### config.mk
export PLATFORM = sky130hd
export DESIGN_NAME = disparity_stream_packer
export DESIGN_NICKNAME = d
export VERILOG_FILES = /design/src/rtl/disparity_stream_pkg.sv /design/src/rtl/disparity_stream_packer_sync_fifo.sv /design/src/rtl/disparity_stream_packer.sv
export SDC_FILE = /design/constraint.sdc
export NUM_CORES = 1
export LEC_CHECK = 0
export CAP_MARGIN = 5
export CORE_UTILIZATION = 50
export CTS_CLUSTER_SIZE = 12
export DETAILED_ROUTE_END_ITERATION = 12
export PLACE_DENSITY = 0.77
export SLEW_MARGIN = 0
export SYNTH_ARGS = -nofsm -noshare
export SYNTH_HDL_FRONTEND = slang
export SYNTH_SLANG_ARGS = --single-unit
### constraint.sdc
create_clock -name clk -period 9.3 [get_ports clk]
set_clock_uncertainty 0.2 [all_clocks]
set_input_delay 2.79 -clock clk [delete_from_list [all_inputs] [get_ports clk]]
set_output_delay 2.79 -clock clk [all_outputs]
set_load 0.02 [all_outputs]
### src/rtl/disparity_stream_pkg.sv
// Word layout shared by the disparity packer and its consumers.
// One pixel per 32-bit word: disparity, confidence, gray and three position flags.
package disparity_stream_pkg;

    localparam int unsigned WORD_W             = 32;
    localparam int unsigned PIX_W              = 8;

    localparam int unsigned FLAG_FIRST_IN_LINE = 0;
    localparam int unsigned FLAG_LAST_IN_LINE  = 1;
    localparam int unsigned FLAG_LAST_IN_FRAME = 2;

    localparam int unsigned OFS_GRAY           = 8;
    localparam int unsigned OFS_CONFIDENCE     = 16;
    localparam int unsigned OFS_DISPARITY      = 24;
    localparam int unsigned RSVD_W             = OFS_GRAY - 3;

    typedef struct packed {
        logic [PIX_W-1:0]  disparity;
        logic [PIX_W-1:0]  confidence;
        logic [PIX_W-1:0]  gray;
        logic [RSVD_W-1:0] rsvd;
        logic              last_in_frame;
        logic              last_in_line;
        logic              first_in_line;
    } px_word_t;

    function automatic logic [WORD_W-1:0] pack_word(
        input logic [PIX_W-1:0] disp,
        input logic [PIX_W-1:0] conf,
        input logic [PIX_W-1:0] gray,
        input logic             first_in_line,
        input logic             last_in_line,
        input logic             last_in_frame
    );
        logic [WORD_W-1:0] w;
        w = '0;
        w[OFS_DISPARITY  +: PIX_W]   = disp;
        w[OFS_CONFIDENCE +: PIX_W]   = conf;
        w[OFS_GRAY       +: PIX_W]   = gray;
        w[FLAG_FIRST_IN_LINE]        = first_in_line;
        w[FLAG_LAST_IN_LINE]         = last_in_line;
        w[FLAG_LAST_IN_FRAME]        = last_in_frame;
        return w;
    endfunction

endpackage

### src/rtl/disparity_stream_packer_sync_fifo.sv
// Show-ahead FIFO with a registered output word; the output register mirrors the
// head entry, so it is counted in level and freed only on a consumer pop.
module sync_fifo #(
    parameter int unsigned WIDTH = 32,
    parameter int unsigned DEPTH = 16
) (
    input  logic                   clk,
    input  logic                   rst_n,
    input  logic                   wr_en_i,
    input  logic [WIDTH-1:0]       wr_data_i,
    input  logic                   rd_ready_i,
    output logic [WIDTH-1:0]       rd_data_o,
    output logic                   rd_valid_o,
    output logic                   full_o,
    output logic                   empty_o,
    output logic [$clog2(DEPTH):0] level_o
);

    localparam int unsigned AW = $clog2(DEPTH);
    localparam int unsigned PW = AW + 1;

    logic [WIDTH-1:0] mem_q [DEPTH];
    logic [PW-1:0]    wr_ptr_q, wr_ptr_d;
    logic [PW-1:0]    rd_ptr_q, rd_ptr_d;
    logic [PW-1:0]    level_q, level_d;
    logic [WIDTH-1:0] data_q, data_d;
    logic             valid_q, valid_d;
    logic             full_q, full_d;
    logic             empty_q, empty_d;
    logic             pop, push;

    // Head refetch uses the pre-edge write pointer: a word written this cycle shows next cycle.
    always_comb begin
        pop      = valid_q && rd_ready_i;
        push     = wr_en_i && (!full_q || pop);
        wr_ptr_d = wr_ptr_q + PW'(push);
        rd_ptr_d = rd_ptr_q + PW'(pop);
        level_d  = level_q + PW'(push) - PW'(pop);
        full_d   = (wr_ptr_d[AW] != rd_ptr_d[AW]) && (wr_ptr_d[AW-1:0] == rd_ptr_d[AW-1:0]);
        empty_d  = (wr_ptr_d == rd_ptr_d);
        valid_d  = (rd_ptr_d != wr_ptr_q);
        data_d   = valid_d ? mem_q[rd_ptr_d[AW-1:0]] : data_q;
    end

    always_ff @(posedge clk) begin
        if (push) begin
            mem_q[wr_ptr_q[AW-1:0]] <= wr_data_i;
        end
    end

    always_ff @(posedge clk or negedge rst_n) begin
        if (!rst_n) begin
            wr_ptr_q <= '0;
            rd_ptr_q <= '0;
            level_q  <= '0;
            data_q   <= '0;
            valid_q  <= 1'b0;
            full_q   <= 1'b0;
            empty_q  <= 1'b1;
        end else begin
            wr_ptr_q <= wr_ptr_d;
            rd_ptr_q <= rd_ptr_d;
            level_q  <= level_d;
            data_q   <= data_d;
            valid_q  <= valid_d;
            full_q   <= full_d;
            empty_q  <= empty_d;
        end
    end

    assign rd_data_o  = data_q;
    assign rd_valid_o = valid_q;
    assign full_o     = full_q;
    assign empty_o    = empty_q;
    assign level_o    = level_q;

endmodule

### src/rtl/disparity_stream_packer.sv
// Tags the filtered disparity stream with regenerated line/frame flags and buffers
// the packed words toward the frame writer; drops on overflow since the source cannot stall.
module disparity_stream_packer
    import disparity_stream_pkg::*;
#(
    parameter int unsigned FRAME_WIDTH  = 640,
    parameter int unsigned FRAME_HEIGHT = 480,
    parameter int unsigned FIFO_DEPTH   = 16
) (
    input  logic                        clk,
    input  logic                        reset,
    input  logic                        frame_sync,
    input  logic [PIX_W-1:0]            disparity_in,
    input  logic [PIX_W-1:0]            confidence_in,
    input  logic [PIX_W-1:0]            gray_in,
    input  logic                        in_valid,
    output logic [WORD_W-1:0]           out_data,
    output logic                        out_valid,
    input  logic                        out_ready,
    output logic [$clog2(FIFO_DEPTH):0] fifo_level,
    output logic                        overflow
);

    localparam int unsigned X_W = $clog2(FRAME_WIDTH);
    localparam int unsigned Y_W = (FRAME_HEIGHT > 1) ? $clog2(FRAME_HEIGHT) : 1;

    logic [X_W-1:0] x_q, x_d, x_cur;
    logic [Y_W-1:0] y_q, y_d, y_cur;
    logic           last_x, last_y;
    px_word_t       stage_q, stage_d;
    logic           stage_vld_q, stage_vld_d;
    logic           overflow_q, overflow_d;
    logic           fifo_full, fifo_empty, fifo_rd, drop;

    // Tagging stage: frame_sync makes the coincident pixel (0,0); counters run even on drops.
    always_comb begin
        x_cur       = frame_sync ? '0 : x_q;
        y_cur       = frame_sync ? '0 : y_q;
        last_x      = (x_cur == X_W'(FRAME_WIDTH - 1));
        last_y      = (y_cur == Y_W'(FRAME_HEIGHT - 1));
        x_d         = x_q;
        y_d         = y_q;
        stage_d     = stage_q;
        stage_vld_d = in_valid;
        if (in_valid) begin
            stage_d = px_word_t'(pack_word(disparity_in, confidence_in, gray_in,
                                           x_cur == '0, last_x, last_x && last_y));
            if (last_x) begin
                x_d = '0;
                y_d = last_y ? '0 : y_cur + Y_W'(1);
            end else begin
                x_d = x_cur + X_W'(1);
                y_d = y_cur;
            end
        end else if (frame_sync) begin
            x_d = '0;
            y_d = '0;
        end
    end

    always_comb begin
        fifo_rd    = out_valid && out_ready && !fifo_empty;
        drop       = stage_vld_q && fifo_full && !fifo_rd;
        overflow_d = frame_sync ? 1'b0 : (overflow_q || drop);
    end

    always_ff @(posedge clk or negedge reset) begin
        if (!reset) begin
            x_q         <= '0;
            y_q         <= '0;
            stage_q     <= '0;
            stage_vld_q <= 1'b0;
            overflow_q  <= 1'b0;
        end else begin
            x_q         <= x_d;
            y_q         <= y_d;
            stage_q     <= stage_d;
            stage_vld_q <= stage_vld_d;
            overflow_q  <= overflow_d;
        end
    end

    sync_fifo #(
        .WIDTH (WORD_W),
        .DEPTH (FIFO_DEPTH)
    ) u_fifo (
        .clk        (clk),
        .rst_n      (reset),
        .wr_en_i    (stage_vld_q),
        .wr_data_i  (stage_q),
        .rd_ready_i (out_ready),
        .rd_data_o  (out_data),
        .rd_valid_o (out_valid),
        .full_o     (fifo_full),
        .empty_o    (fifo_empty),
        .level_o    (fifo_level)
    );

    assign overflow = overflow_q;

endmodule

==> results of run 1 <==
## area by class of cell
type,count,area [um2]
clock inverter,10,85.08
multi-input combinational,522,5613
clock buffer,87,1525
tap,539,674.4
sequential,525,15300
fill,3092,17810
timing repair buffer,83,795.8
inverter,14,52.55
## through the flow
step           cell area (um2)    util  total power, W
2_1_floorplan            21190       -        0.005578
3_3_place_gp             22440  0.5361        0.006243
3_5_place_dp             22440  0.5361        0.006334
4_1_cts                  24050  0.5746        0.008322
5_1_grt                  24050  0.5746        0.008606
6_report                 24050  0.5746        0.008236
## cell families (layout without fill, tap and decap cells)
| family | count (synthesis) | count (layout) | synth area share |
|---|---|---|---|
| AO/OA/AOI/OAI | 26 | 26 | 0.007387 |
| XOR/XNOR | 30 | 30 | 0.01525 |
| adder cells (fa/ha/maj) | 11 | 11 | 0.006855 |
| buffers and inverters | 71 | 194 | 0.02045 |
| AND/OR/NAND/NOR | 102 | 102 | 0.02736 |
| flip-flops | 525 | 525 | 0.7227 |
| multiplexers | 348 | 348 | 0.1998 |
| other | 1 | 5 | 0.0001771 |
## synthesized netlist by cell type, drive strengths merged
library cell and count:
a21boi 1, a21o 3, a21oi 5, a31oi 1, and2 2, and3 3
and4 1, and4b 2, buf 47, clkbuf 10, conb 1, dfrtp 92
dfstp 1, edfxtp 432, fa 1, ha 10, inv 14, mux2 51
mux2i 243, mux4 54, nand2 15, nand2b 10, nand3 9, nand3b 4
nand4 8, nor2 21, nor2b 12, nor3 7, nor4 3, o211ai 1
o21ai 9, o22ai 2, o31ai 4, or2 1, or3 2, or3b 1
or4 1, xnor2 14, xnor3 1, xor2 14, xor3 1
## routing by layer
layer / up-vias / wire length [um] / share of wire / track usage
li1: 4518 / - / - / -
met1: 5224 / 17290 / 0.42 / 0.2537
met4: 0 / 681 / 0.017 / 0.04368
met3: 52 / 1763 / 0.043 / 0.03812
met2: 194 / 21050 / 0.52 / 0.3345
met5: - / 0 / 0 / 0
## path summary, 6_finish.rpt
kind | endpoint | cells after the start | from
worst min register to register | u_fifo.rd_data_o[23]$_DFFE_PN0P_ | 1 | u_fifo.rd_data_o[23]$_DFFE_PN0P_
max in group asynchronous | stage_q[22]$_DFFE_PN0P_ | 2 | reset
min in group asynchronous | y_q[1]$_DFF_PN0_ | 1 | reset
worst max-delay path | u_fifo.rd_data_o[19]$_DFFE_PN0P_ | 7 | out_ready
worst min-delay path | u_fifo.rd_data_o[23]$_DFFE_PN0P_ | 1 | u_fifo.rd_data_o[23]$_DFFE_PN0P_
worst max register to register | u_fifo.rd_data_o[15]$_DFFE_PN0P_ | 7 | u_fifo.rd_ptr_q[0]$_DFF_PN0_
## report_power, final
part           switching [W]  internal (W)  leakage, nW
clock               0.000834       0.00114        0.776
combinational        0.00156       0.00159         2.87
sequential          0.000198       0.00291         5.05
total                0.00259       0.00565         8.69
## registers in the layout, indices dropped and copies added (netlist names)
register / flops
u_fifo.mem_q: 432
stage_q: 27
u_fifo.rd_data_o: 27
x_q: 10
y_q: 9
u_fifo.level_o: 5
u_fifo.rd_ptr_q: 5
u_fifo.wr_ptr_q: 5
overflow: 1
stage_vld_q: 1
u_fifo.empty_o: 1
u_fifo.full_o: 1
u_fifo.rd_valid_o: 1
==> impl_metrics.env, run 1 <==
export IMPL_finalHoldViolCount=0
export IMPL_fin_ws_ns=3.570
export IMPL_fin_setup_tns_ns=0
export IMPL_crit_chain="clkdlybuf4s50_1 > nand2_2 > xor2_4 > inv_1 > xnor2_1 > nand4_4 > mux2_2"
export IMPL_critPathBufInv=2
export IMPL_clockRootBuffer="clkbuf_16"
export IMPL_io_pins=68
export IMPL_cp_data_required_time_ns=9.56
export IMPL_vias_per_cell=5.611
export IMPL_drt_total_wl_um=40790
export IMPL_setup_viol=0
export IMPL_final_cell_mix="edfxtp_1 (432), mux2i_1 (243), dfrtp_1 (92), clkdlybuf4s50_1 (60)"
export IMPL_grt_pass1_vias=10530
export IMPL_syn2layout_area_growth_pct=13.58
export IMPL_drc=0
export IMPL_worst_setup_path_start_kind="input pin"
export IMPL_hpwl_um=21920
export IMPL_synth_area_per_cell_um2=19.00
export IMPL_fmax_mhz=174.5
export IMPL_worst_setup_path_type="in2reg"
export IMPL_grt_max_degree=74
export IMPL_gp_congestion=0.7340
export IMPL_grt_use_total=0.1934
export IMPL_start_util=0.5059
export IMPL_ir_worst_vdd_mv=0.3289
export IMPL_rsz0062_at_grt="false"
export IMPL_io_buffer_count=62
export IMPL_ys_seq_area_frac=0.7227
export IMPL_tritoncts="built"
export IMPL_maxCapViolations=0
export IMPL_core_um2=41850
export IMPL_yosys_area_top_type_share=0.6127
export IMPL_cts_setup_buffers=0
export IMPL_slowest_delay_ns=0.84
export IMPL_layout_commonest_cell="edfxtp_1"
export IMPL_nNetsFinal=1239
export IMPL_cts_max_level=2
export IMPL_slowest_stage="xor2_4"
export IMPL_wl_per_cell_um=22.91
export IMPL_dr_pass1_iters=5
export IMPL_clockBufferDepth=3
export IMPL_drtAntennaViolNets=0
export IMPL_dieArea_um2=43170
export IMPL_worstHoldPathType="reg2reg"
export IMPL_status="completed"
export IMPL_cts_hold_buffers=0
export IMPL_synth_top_area_cell="edfxtp_1"
export IMPL_worst_path_max_fanout=28
export IMPL_gr_total_overflow=0
export IMPL_fin_crit_ns=5.730
export IMPL_die_h_um=207.8
export IMPL_synth_cell_type_count=53
export IMPL_cts_buffers_inserted=53
export IMPL_reg2reg_setup_slack_ns=5.85
export IMPL_dp_cells=1683
export IMPL_drt_iter0_drc=676
export IMPL_endpoint_kind="register"
export IMPL_p_leak_nw=8.694
export IMPL_ys_top_cells_by_area="edfxtp_1 (61%), mux2i_1 (11%), dfrtp_1 (11%)"
export IMPL_worst_ep_arrival_time_ns=5.99
export IMPL_clkTransAtPathRegs_ns=0.06
export IMPL_min_period_over_period=0.6162
export IMPL_post_synth_instance_area_um2=21170
export IMPL_vias=9988
export IMPL_n_antenna_cell=0
export IMPL_synth_seq_cells=525
export IMPL_grt_antenna_before_repair=0
export IMPL_cts_sink_count=525
export IMPL_num_rows=75
export IMPL_power_density_nw_per_um2=342.5
export IMPL_drive_gt1_frac=0.1813
export IMPL_synth_cells=1114
export IMPL_holdWs_ns=0.3033
export IMPL_clk_latency_ns=0.58
export IMPL_final_max_slew_viol_count=0
export IMPL_grt_pass1_wl_um=62740
export IMPL_ys_warn_count=0
export IMPL_preCtsSetupSlack_ns=2.883
export IMPL_worst_pin_slew_ns=1.119
export IMPL_layout_cells_non_filler=1780
export IMPL_cts_resized=0
export IMPL_crit_family="XOR/XNOR gates"
export IMPL_die_w_um=207.8
export IMPL_relSlewSlack=0.2526
Note: power is estimated with default switching activity, not from simulation.
==> run 2, diff against run 1 <==
Settings changed: PLACE_DENSITY 0.77 to 0.8.
Clock period 9.3 ns to 4.9 ns, I/O delays scaled along.
==> run 2 against run 1 <==
  * Sequential power up 89%
  * Worst setup slack worse by 2.4 ns
  * Cell count up 1.5%
  * Clock-buffer cell count up 1
  * Combinational power up 97%
  * Critical path type unchanged
==> impl_metrics.env, run 2 (synthesis results as in run 1) <==
export IMPL_clkTransAtPathRegs_ns=0.06
export IMPL_status="completed"
export IMPL_io_buffer_count=62
export IMPL_final_cell_mix="edfxtp_1 (432), mux2i_1 (243), dfrtp_1 (92), clkdlybuf4s50_1 (60), mux4_2 (54)"
export IMPL_ir_worst_vdd_mv=0.4423
export IMPL_regArea_um2=15300
export IMPL_crit_chain="clkdlybuf4s50_1 > nand2_2 > a21boi_1 > or3b_2 > nor3_2 > buf_4"
export IMPL_dr_pass1_iters=5
export IMPL_min_delay_start="u_fifo.rd_data_o[19]$_DFFE_PN0P_"
export IMPL_r2r_start="u_fifo.rd_ptr_q[0]$_DFF_PN0_"
export IMPL_p_leak_nw=8.882
export IMPL_endpoint_kind="register"
export IMPL_timing_rr_end="u_fifo.rd_data_o[15]$_DFFE_PN0P_"
export IMPL_worst_setup_path_type="in2reg"
export IMPL_rsz0062_at_grt="false"
export IMPL_crit_end="u_fifo.mem_q[0][8]$_DFFE_PP_"
export IMPL_cts_resized=0
export IMPL_cts_sink_count=525
export IMPL_clockBufferDepth=3
export IMPL_cp_data_required_time_ns=4.96
export IMPL_maxCapViolations=0
export IMPL_wl_per_cell_um=23.40
export IMPL_nNetsFinal=1264
export IMPL_preCtsSetupSlack_ns=0.5524
export IMPL_reg2reg_setup_slack_ns=2.02
export IMPL_met2_length_um=21050
export IMPL_drt_total_wl_um=42290
export IMPL_drive_gt1_frac=0.1995
export IMPL_fin_ws_ns=1.160
export IMPL_syn2layout_area_growth_pct=15.29
export IMPL_grt_use_total=0.2002
export IMPL_dp_cells=1708
export IMPL_worstHoldPathType="reg2reg"
export IMPL_worst_pin_slew_ns=0.9192
export IMPL_met1_length_um=17620
export IMPL_setup_viol=0
export IMPL_finalHoldViolCount=0
export IMPL_holdWs_ns=0.3055
export IMPL_start_util=0.5059
export IMPL_cts_setup_buffers=0
export IMPL_worst_setup_path_start_kind="input pin"
export IMPL_vias_per_cell=5.680
export IMPL_largest_reg_flops=432
export IMPL_drtAntennaViolNets=0
export IMPL_slowest_stage="or3b_2"
export IMPL_ff2ff_path_depth=8
export IMPL_drt_iter0_drc=876
export IMPL_core_um2=41850
export IMPL_clockRootBuffer="clkbuf_16"
export IMPL_tritoncts="built"
export IMPL_routed_top_layer="met4"
export IMPL_worst_path_max_fanout=16
export IMPL_min_period_over_period=0.7633
export IMPL_fmax_mhz=267.4
export IMPL_hpwl_um=24200
export IMPL_cts_max_level=2
export IMPL_fin_setup_tns_ns=0
export IMPL_final_max_slew_viol_count=0
export IMPL_num_rows=75
export IMPL_final_util=0.5832
export IMPL_grt_antenna_before_repair=0
export IMPL_grt_max_degree=62
export IMPL_die_w_um=207.8
export IMPL_dieArea_um2=43170
export IMPL_io_pins=68
export IMPL_n_antenna_cell=0
export IMPL_vias=10260
export IMPL_fin_crit_ns=3.740
export IMPL_worst_ep_arrival_time_ns=3.80
export IMPL_gp_congestion=0.7478
export IMPL_cp_startpoint="out_ready"
export IMPL_grt_pass1_wl_um=64310
export IMPL_multi_input_area_um2=5613
export IMPL_grt_pass1_vias=10750
export IMPL_gr_total_overflow=0
export IMPL_layout_commonest_cell="edfxtp_1"
export IMPL_cts_hold_buffers=0
export IMPL_layout_cells_non_filler=1807
export IMPL_die_h_um=207.8
export IMPL_drc=0
export IMPL_slowest_delay_ns=0.63
export IMPL_wl_met3_um=2354
export IMPL_cts_buffers_inserted=53
export IMPL_relSlewSlack=0.3872
export IMPL_clk_latency_ns=0.61
export IMPL_power_density_nw_per_um2=652.0
export IMPL_n_fill_cell=3028
[run 2: cell types whose count changed in the layout (fill, tap and decap cells not counted), moves of 2 or more]
cell / before / now
buf_4: 20 / 34
buf_12: 2 / 13
clkinv_1: 3 / 1
inv_6: 0 / 2
[run 2: worst min path at each step]
stage / endpoint / slack [ns] / cells after the start
2_1_floorplan: u_fifo.wr_ptr_q[4]$_DFF_PN0_ / 0.30 / 1
3_3_place_gp: u_fifo.rd_data_o[25]$_DFFE_PN0P_ / 0.29 / 1
3_5_place_dp: u_fifo.rd_data_o[19]$_DFFE_PN0P_ / 0.30 / 1
4_1_cts: u_fifo.rd_data_o[19]$_DFFE_PN0P_ / 0.31 / 1
5_1_grt: u_fifo.rd_data_o[19]$_DFFE_PN0P_ / 0.32 / 1
6_report: u_fifo.rd_data_o[19]$_DFFE_PN0P_ / 0.31 / 1
[run 2: critical path, delay by kind of cell]
| kind | cells | cell delay, ns |
|---|---|---|
| AOI/OAI and AO/OA | 1 | 0.48 |
| buffers and inverters | 2 | 0.87 |
| and+or+nand+nor | 3 | 0.96 |
[run 2: where the power goes]
group / internal, W / switching (W) / total (W)
clock: 0.00222 / 0.00162 / 0.00384
combinational: 0.00315 / 0.00304 / 0.00619
sequential: 0.00552 / 0.000369 / 0.00589
[run 2: cell type report]
type / instances / area share
well taps: 539 / 0.02763
clock inverters: 11 / 0.005331
inverters: 14 / 0.002153
flip-flops and latches: 525 / 0.6268
repair buffers: 108 / 0.04593
multi-input cells: 522 / 0.2299
clock buffers: 88 / 0.06218
[run 2: through the flow]
step,total power [W],area [um2]
after global routing,0.01660,24410
after global placement,0.01207,22760
final,0.01591,24410
after CTS,0.01608,24410
after floorplan,0.01059,21190
after detailed placement,0.01221,22760
[run 2: metal layers]
| layer | track usage | up-vias |
|---|---|---|
| li1 | - | 4578 |
| met1 | 0.2595 | 5278 |
| met2 | 0.3379 | 315 |
| met3 | 0.03752 | 92 |
| met4 | 0.07407 | 0 |
| met5 | 0 | - |
